--- src/rtl/coef_run_expander.sv ---
// Expands decoded JPEG run/size/value symbols into 64 zigzag-ordered coefficients per block.
// Optional JPEG_DC_PRED_EN adds per-component DC predictors; without it DC is emitted as the raw difference.
module coef_run_expander #(
  parameter int COEF_W   = 16,
  parameter int NUM_COMP = 3
) (
  input  logic              clock,
  input  logic              reset_n,
  input  logic              restart,
  input  logic              in_valid,
  output logic              in_ready,
  input  logic              in_is_dc,
  input  logic [1:0]        in_comp,
  input  logic [3:0]        in_run,
  input  logic [3:0]        in_size,
  input  logic [11:0]       in_value,
  output logic              out_valid,
  input  logic              out_ready,
  output logic [COEF_W-1:0] out_coef,
  output logic [5:0]        out_index,
  output logic              out_last,
  output logic [1:0]        out_comp,
  output logic              err
);

  // state   | meaning
  // WAIT_DC | idle between blocks, expecting a DC symbol
  // WAIT_AC | inside a block, expecting an AC symbol
  // ZEROS   | emitting the remaining zeros of a run
  // VALUE   | emitting the pending nonzero AC value
  // FILL    | emitting zeros after EOB up to index 63
  typedef enum logic [2:0] {
    S_WAIT_DC, S_WAIT_AC, S_ZEROS, S_VALUE, S_FILL
  } state_t;

  state_t            state_q, state_d;
  logic [5:0]        k_q, k_d;
  logic [3:0]        zeros_q, zeros_d;
  logic              pend_q, pend_d;
  logic [11:0]       pval_q, pval_d;
  logic [1:0]        comp_q, comp_d;
  logic              err_q, err_d;
  logic              out_valid_q, out_valid_d;
  logic [COEF_W-1:0] out_coef_q, out_coef_d;
  logic [5:0]        out_index_q, out_index_d;
  logic              out_last_q, out_last_d;
  logic [1:0]        out_comp_q, out_comp_d;

  logic              free, accept, do_dc, emit, dc_bad;
  logic [COEF_W-1:0] emit_coef, dc_coef;
  logic [3:0]        rem_z;
  logic              rem_p, rem_fill;

  function automatic logic [COEF_W-1:0] sext(input logic [11:0] v);
    return {{(COEF_W-12){v[11]}}, v};
  endfunction

`ifdef JPEG_DC_PRED_EN
  logic [COEF_W-1:0] pred_q [NUM_COMP];
  logic [COEF_W-1:0] pred_d [NUM_COMP];
  logic [COEF_W-1:0] pred_sel;
`endif

  assign free      = !out_valid_q || out_ready;
  assign in_ready  = ((state_q == S_WAIT_DC) || (state_q == S_WAIT_AC)) && free;
  assign accept    = in_valid && in_ready;
  assign out_valid = out_valid_q;
  assign out_coef  = out_coef_q;
  assign out_index = out_index_q;
  assign out_last  = out_last_q;
  assign out_comp  = out_comp_q;
  assign err       = err_q;

  // Out-of-range components fall back to predictor 0.
  always_comb begin
    dc_bad = int'(in_comp) >= NUM_COMP;
`ifdef JPEG_DC_PRED_EN
    pred_sel = pred_q[0];
    for (int c = 0; c < NUM_COMP; c++) begin
      if (!dc_bad && in_comp == 2'(c)) pred_sel = pred_q[c];
    end
    dc_coef = pred_sel + sext(in_value);
`else
    dc_coef = sext(in_value);
`endif
  end

  always_comb begin
    state_d     = state_q;
    k_d         = k_q;
    zeros_d     = zeros_q;
    pend_d      = pend_q;
    pval_d      = pval_q;
    comp_d      = comp_q;
    err_d       = err_q;
    out_valid_d = out_valid_q && !out_ready;
    out_coef_d  = out_coef_q;
    out_index_d = out_index_q;
    out_last_d  = out_last_q;
    out_comp_d  = out_comp_q;
`ifdef JPEG_DC_PRED_EN
    pred_d      = pred_q;
`endif
    do_dc       = 1'b0;
    emit        = 1'b0;
    emit_coef   = '0;
    rem_z       = '0;
    rem_p       = 1'b0;
    rem_fill    = 1'b0;

    case (state_q)
      S_WAIT_DC: begin
        if (accept) begin
          if (in_is_dc) do_dc = 1'b1;
          else          err_d = 1'b1;
        end
      end
      S_WAIT_AC: begin
        if (accept) begin
          if (in_is_dc) begin
            err_d = 1'b1;
            do_dc = 1'b1;
          end else begin
            // The first coefficient of every symbol goes out on acceptance.
            emit = 1'b1;
            if (in_size == 4'd0) begin
              if (in_run == 4'd15) begin
                rem_z = 4'd15;
              end else begin
                rem_fill = 1'b1;
                if (in_run != 4'd0) err_d = 1'b1;
              end
            end else if (in_run == 4'd0) begin
              emit_coef = sext(in_value);
            end else begin
              rem_z  = in_run - 4'd1;
              rem_p  = 1'b1;
              pval_d = in_value;
            end
          end
        end
      end
      S_ZEROS: begin
        if (free) begin
          emit  = 1'b1;
          rem_z = zeros_q - 4'd1;
          rem_p = pend_q;
        end
      end
      S_VALUE: begin
        if (free) begin
          emit      = 1'b1;
          emit_coef = sext(pval_q);
        end
      end
      S_FILL: begin
        if (free) begin
          emit     = 1'b1;
          rem_fill = 1'b1;
        end
      end
      default: state_d = S_WAIT_DC;
    endcase

    if (do_dc) begin
      if (dc_bad) err_d = 1'b1;
`ifdef JPEG_DC_PRED_EN
      for (int c = 0; c < NUM_COMP; c++) begin
        if ((dc_bad && c == 0) || (!dc_bad && in_comp == 2'(c))) pred_d[c] = dc_coef;
      end
`endif
      out_valid_d = 1'b1;
      out_coef_d  = dc_coef;
      out_index_d = 6'd0;
      out_last_d  = 1'b0;
      out_comp_d  = in_comp;
      comp_d      = in_comp;
      k_d         = 6'd1;
      zeros_d     = '0;
      pend_d      = 1'b0;
      state_d     = S_WAIT_AC;
    end else if (emit) begin
      out_valid_d = 1'b1;
      out_coef_d  = emit_coef;
      out_index_d = k_q;
      out_last_d  = (k_q == 6'd63);
      out_comp_d  = comp_q;
      if (k_q == 6'd63) begin
        // Anything still owed past index 63 is a run overflow.
        if (rem_z != 4'd0 || rem_p) err_d = 1'b1;
        k_d     = 6'd0;
        zeros_d = '0;
        pend_d  = 1'b0;
        state_d = S_WAIT_DC;
      end else begin
        k_d     = k_q + 6'd1;
        zeros_d = rem_z;
        pend_d  = rem_p;
        if (rem_z != 4'd0) state_d = S_ZEROS;
        else if (rem_p)    state_d = S_VALUE;
        else if (rem_fill) state_d = S_FILL;
        else               state_d = S_WAIT_AC;
      end
    end

    if (restart) begin
      state_d     = S_WAIT_DC;
      k_d         = 6'd0;
      zeros_d     = '0;
      pend_d      = 1'b0;
      err_d       = 1'b0;
      out_valid_d = out_valid_q && !out_ready;
      out_coef_d  = out_coef_q;
      out_index_d = out_index_q;
      out_last_d  = out_last_q;
      out_comp_d  = out_comp_q;
      comp_d      = comp_q;
`ifdef JPEG_DC_PRED_EN
      for (int c = 0; c < NUM_COMP; c++) pred_d[c] = '0;
`endif
    end
  end

  always_ff @(posedge clock or negedge reset_n) begin
    if (!reset_n) begin
      state_q     <= S_WAIT_DC;
      k_q         <= '0;
      zeros_q     <= '0;
      pend_q      <= 1'b0;
      pval_q      <= '0;
      comp_q      <= '0;
      err_q       <= 1'b0;
      out_valid_q <= 1'b0;
      out_coef_q  <= '0;
      out_index_q <= '0;
      out_last_q  <= 1'b0;
      out_comp_q  <= '0;
`ifdef JPEG_DC_PRED_EN
      for (int c = 0; c < NUM_COMP; c++) pred_q[c] <= '0;
`endif
    end else begin
      state_q     <= state_d;
      k_q         <= k_d;
      zeros_q     <= zeros_d;
      pend_q      <= pend_d;
      pval_q      <= pval_d;
      comp_q      <= comp_d;
      err_q       <= err_d;
      out_valid_q <= out_valid_d;
      out_coef_q  <= out_coef_d;
      out_index_q <= out_index_d;
      out_last_q  <= out_last_d;
      out_comp_q  <= out_comp_d;
`ifdef JPEG_DC_PRED_EN
      pred_q      <= pred_d;
`endif
    end
  end

endmodule

--- config.mk ---
export PLATFORM = sky130hd
export DESIGN_NAME = coef_run_expander
export DESIGN_NICKNAME = d
export VERILOG_FILES = /design/src/rtl/coef_run_expander.sv
export SDC_FILE = /design/constraint.sdc
export NUM_CORES = 1
export LEC_CHECK = 0
export CAP_MARGIN = 0
export CORE_UTILIZATION = 48
export DETAILED_ROUTE_END_ITERATION = 7
export GPL_TIMING_DRIVEN = 0
export HOLD_SLACK_MARGIN = 0.06
export PLACE_DENSITY = 0.76
export SLEW_MARGIN = 20
export SYNTH_ARGS = -nofsm -noshare
export SYNTH_HDL_FRONTEND = slang
export SYNTH_SLANG_ARGS = --single-unit
--- constraint.sdc ---
create_clock -name clock -period 2.6 [get_ports clock]
set_input_delay 0.26 -clock clock [delete_from_list [all_inputs] [get_ports clock]]
set_output_delay 0.26 -clock clock [all_outputs]
set_load 0.02 [all_outputs]
==> flow_results.org <==
** Global route
- First-pass GRT wire length :: about 10000 um
- All-Layer GR Usage :: 0.221
- The initial antenna violation count was 0.
- Number of global-route vias before repair :: 2208
- GRT overflow :: 0
- Maximum number of pins on one net before global-route repair :: 52

** Timing
- The worst pin sits at a relative slew slack of 0.482.
- The routed design could run at a clock period as short as 2270 ps.
- Setup violations remaining at the end of the flow were counted as 0.
- Worst hold slack across all endpoints :: 464 ps
- Worst clock skew on the final layout :: between 5 and 6 ps
- Maximum frequency from static timing analysis :: ~0.44 GHz
- Setup repair after global routing left no endpoint under its margin.
- Of the available clock period, the critical path in the final layout requires 0.872.
- The number of pins exceeding their max-slew limit in the final report came to 0.
- Hold Vio Cnt, Final :: 0
- At the pin with the least slew margin, the transition time is 778 ps.

** Clock network
- At the later pin of the worst-skew pair, clock insertion delay measures 300 ps.
- TritonCTS Buffers :: 5
- Clock-pin slew was measured on the worst setup and hold paths at 90 ps.
- Clock Root Buffer :: clkbuf_8
- Maximum buffer depth of the clock tree :: 2
- Number of clock sinks seen by CTS :: 51
- The H-tree generated during clock tree synthesis spans 2 levels.
- TritonCTS clock tree :: built

** Synthesis
- In this run, distinct cell masters in the synthesized netlist total 47.
- Library cell occupying the most area in the post-synthesis netlist :: dfrtp_1
- Counting every net in the synthesized netlist gives 294.
- After technology mapping, the gate count stands at 264.
- Area share of the leading cell type in the synthesized netlist :: 0.469
- Count of flip-flops with a built-in enable after synthesis :: 0
- Counting flops and latches in the post-synthesis netlist gives a little over 50.
- For this run, the register share of the synthesized area comes to 0.469.
- Leading post-synthesis cells by cell area :: dfrtp_1 47%, mux2_4 5.0%, a211oi_2 4.6%
- The mapped netlist covers 2720 um^2.
- Post-synth top flop :: dfrtp_1
- Proportion of register bits with asynchronous set or reset after synthesis :: 1.00
- Synthesized area per cell :: 10.3 um^2
- Synth warnings :: 0

** Route
- DRC viols :: 2
- Routed wire per std cell :: around 15 um
- For this block, the via count after detailed routing is roughly 2300.
- The count of nets left with antenna violations once routing finished came out at 0.
- Pre-Repair DR Iteration Count :: 6
- Routed vias/inst :: 5.66
- In this run, the number of DRC markers left after iteration 0 of detailed routing was 110.
- Routed wire length :: 6120 um

** Die
- Initial core utilization :: 0.497
- From bottom edge to top edge, the die measures roughly 77 um.
- In this run the count of I/O pins placed on the die edge is 56.
- After floorplanning, the core was sized to cover 5470 um^2.
- Die area :: 5980 um^2
- In this run the horizontal extent of the chip is 77.3 um.
- Num rows :: 27

** Min path
- Number of cells traversed by the worst hold path :: 4
- The path class of the tightest hold or removal check is in2reg.

** Critical path
- In this run the worst path has a maximum fanout of 6.
- Data arrival at the endpoint of the critical path :: 2010 ps
- Data required time of the critical path :: between 2000 and 2500 ps
- Counting cells, the worst reg-to-reg path comes to 5.
- The worst setup path is launched from a register.
- Setup CP Type :: reg2out
- STA classifies the critical path endpoint as a primary output.

** Final layout
- At the end of the flow the core is filled with cells to 0.631.
- For this run, the post-layout net count is 356.
- The finished cells cover approximately 3500 um^2.
- In the layout the commonest cells are 53 x clkdlybuf4s50_1, 51 x dfrtp_1, 30 x nand2_1, 22 x nor2_1, 17 x a21oi_1.
- Layout Area Growth over Synthesis :: 26.9%
- Fraction of layout cells with a size suffix above 1 :: 0.187
- The library cell used most frequently in the layout, excluding fill and tap cells, is clkdlybuf4s50_1.
- 0 antenna diodes ended up in the layout.
- Number of filler cells placed in the layout :: 471

** Power and ir drop
- Power spread over the standard cell area amounts to ~640 nW/um^2.
- The internal power of the cells totals 1.53 mW.
- Net load switching power :: between 0.6 and 0.7 mW
- Part of the power in combinational logic :: 0.303
- Of the total power, the clock network draws 0.217.
- The share of total power dissipated in sequential elements is 0.479.
- Switching part of the total :: 0.310
- Leak pwr :: 1.48 nW
- IR analysis of the VDD net gives a maximum drop of 0.365 mV.
- Total power :: 2.21 mW

** Placed design
- Summing all placed instances gives a cell area of 3350 um^2.
- Post-DP HPWL :: 4420 um
- During placement, the flow inserted port buffers numbering 54.
- Routability congestion estimate from global placement :: 0.837

** Flow run
- Across the run, the number of max-cap violations was 0.

** Status
- The final reports fail on DRC.
- Run status :: finished with violations
-- critical path: stages (launching register included) --
cell and delay, ps:
dfrtp_1 410, nor2b_1 220, nor3_1 380, clkdlybuf4s50_1 690
-- worst paths after layout --
path                                   startpoint                      end  slack, ps
max                           out_valid$_DFF_PN0_                 in_ready        330
min                                     in_run[0]   zeros_q[0]$_DFFE_PN0P_        460
max reg2reg                state_q[2]$_DFFE_PN0P_  out_coef[5]$_DFFE_PN0P_        430
min reg2reg                 comp_q[0]$_DFFE_PN0P_    comp_q[0]$_DFFE_PN0P_        490
max in group asynchronous                 reset_n   zeros_q[2]$_DFFE_PN0P_       1650
min in group asynchronous                 reset_n  out_coef[8]$_DFFE_PN0P_        520
-- metal layers --
layer	vias up	wire, um	track usage
li1	1078	-	-
met1	1089	2870	0.323
met2	79	2830	0.329
met3	11	298	0.0298
met4	0	120	0.0887
met5	-	0	0
-- kinds of logic (layout without fill, tap and decap cells) --
group,count (synthesis),after routing,share of synthesized area
AO/OA/AOI/OAI,70,70,0.199
multiplexers,15,15,0.0731
flip-flops,51,51,0.469
buffers and inverters,21,84,0.0482
adder cells (fa/ha/maj),2,2,0.00919
AND/OR/NAND/NOR,99,99,0.183
XOR/XNOR,6,6,0.0193
-- metrics by stage --
stage,setup TNS (ps),worst slack [ps],cells
after floorplan,0,702,264
after global placement,-12870,-255,390
after detailed placement,0,150,390
after CTS,0,336,399
after global routing,0,265,399
final,0,334,399
-- sequential cells by signal, summed over array words and instances, names as in the netlist --
register   count
comp_q         2
err            1
k_q            6
out_coef      12
out_comp       2
out_index      6
out_last       1
out_valid      1
pend_q         1
pval_q        12
state_q        3
zeros_q        4
-- cells in the mapped netlist, types with 4 or more instances --
cell type,instances
a211oi_2,10
a21oi_1,17
a21oi_2,11
buf_4,7
dfrtp_1,51
inv_1,4
mux2_4,9
nand2_1,30
nand3_1,12
nand4_1,6
nor2_1,22
nor3_1,6
o211ai_1,4
o21ai_0,10
or3_1,6
xor2_1,6
-- area by class of cell --
cell class / count / area (um^2) / share of cell area
tap: 72 / 90.1 / 0.0261
timing repair buffer: 55 / 548 / 0.159
inverter: 4 / 15.0 / 0.00434
clock buffer: 7 / 86.3 / 0.0250
buffer: 17 / 116 / 0.0337
sequential: 51 / 1280 / 0.369
clock inverter: 1 / 8.76 / 0.00253
multi-input combinational: 192 / 1320 / 0.381
-- power groups by stage --
| stage | Clock, mW | Combinational (mW) | Sequential, mW |
|---|---|---|---|
| after global placement | 0 | 0.660 | 1.07 |
| after floorplan | 0 | 0.307 | 1.14 |
| final | 0.481 | 0.671 | 1.06 |
| after CTS | 0.491 | 0.678 | 1.06 |
| after detailed placement | 0 | 0.674 | 1.08 |
| after global routing | 0.515 | 0.721 | 1.08 |
-- what timing repair did --
item / 4_1_cts / 5_1_grt
hold buffers: 1 / 0
endpoints found under the hold margin: 51 / 0
setup buffers: 0 / 0
resized for setup: 0 / 0
No activity file was read; power rests on OpenSTA's default activity.
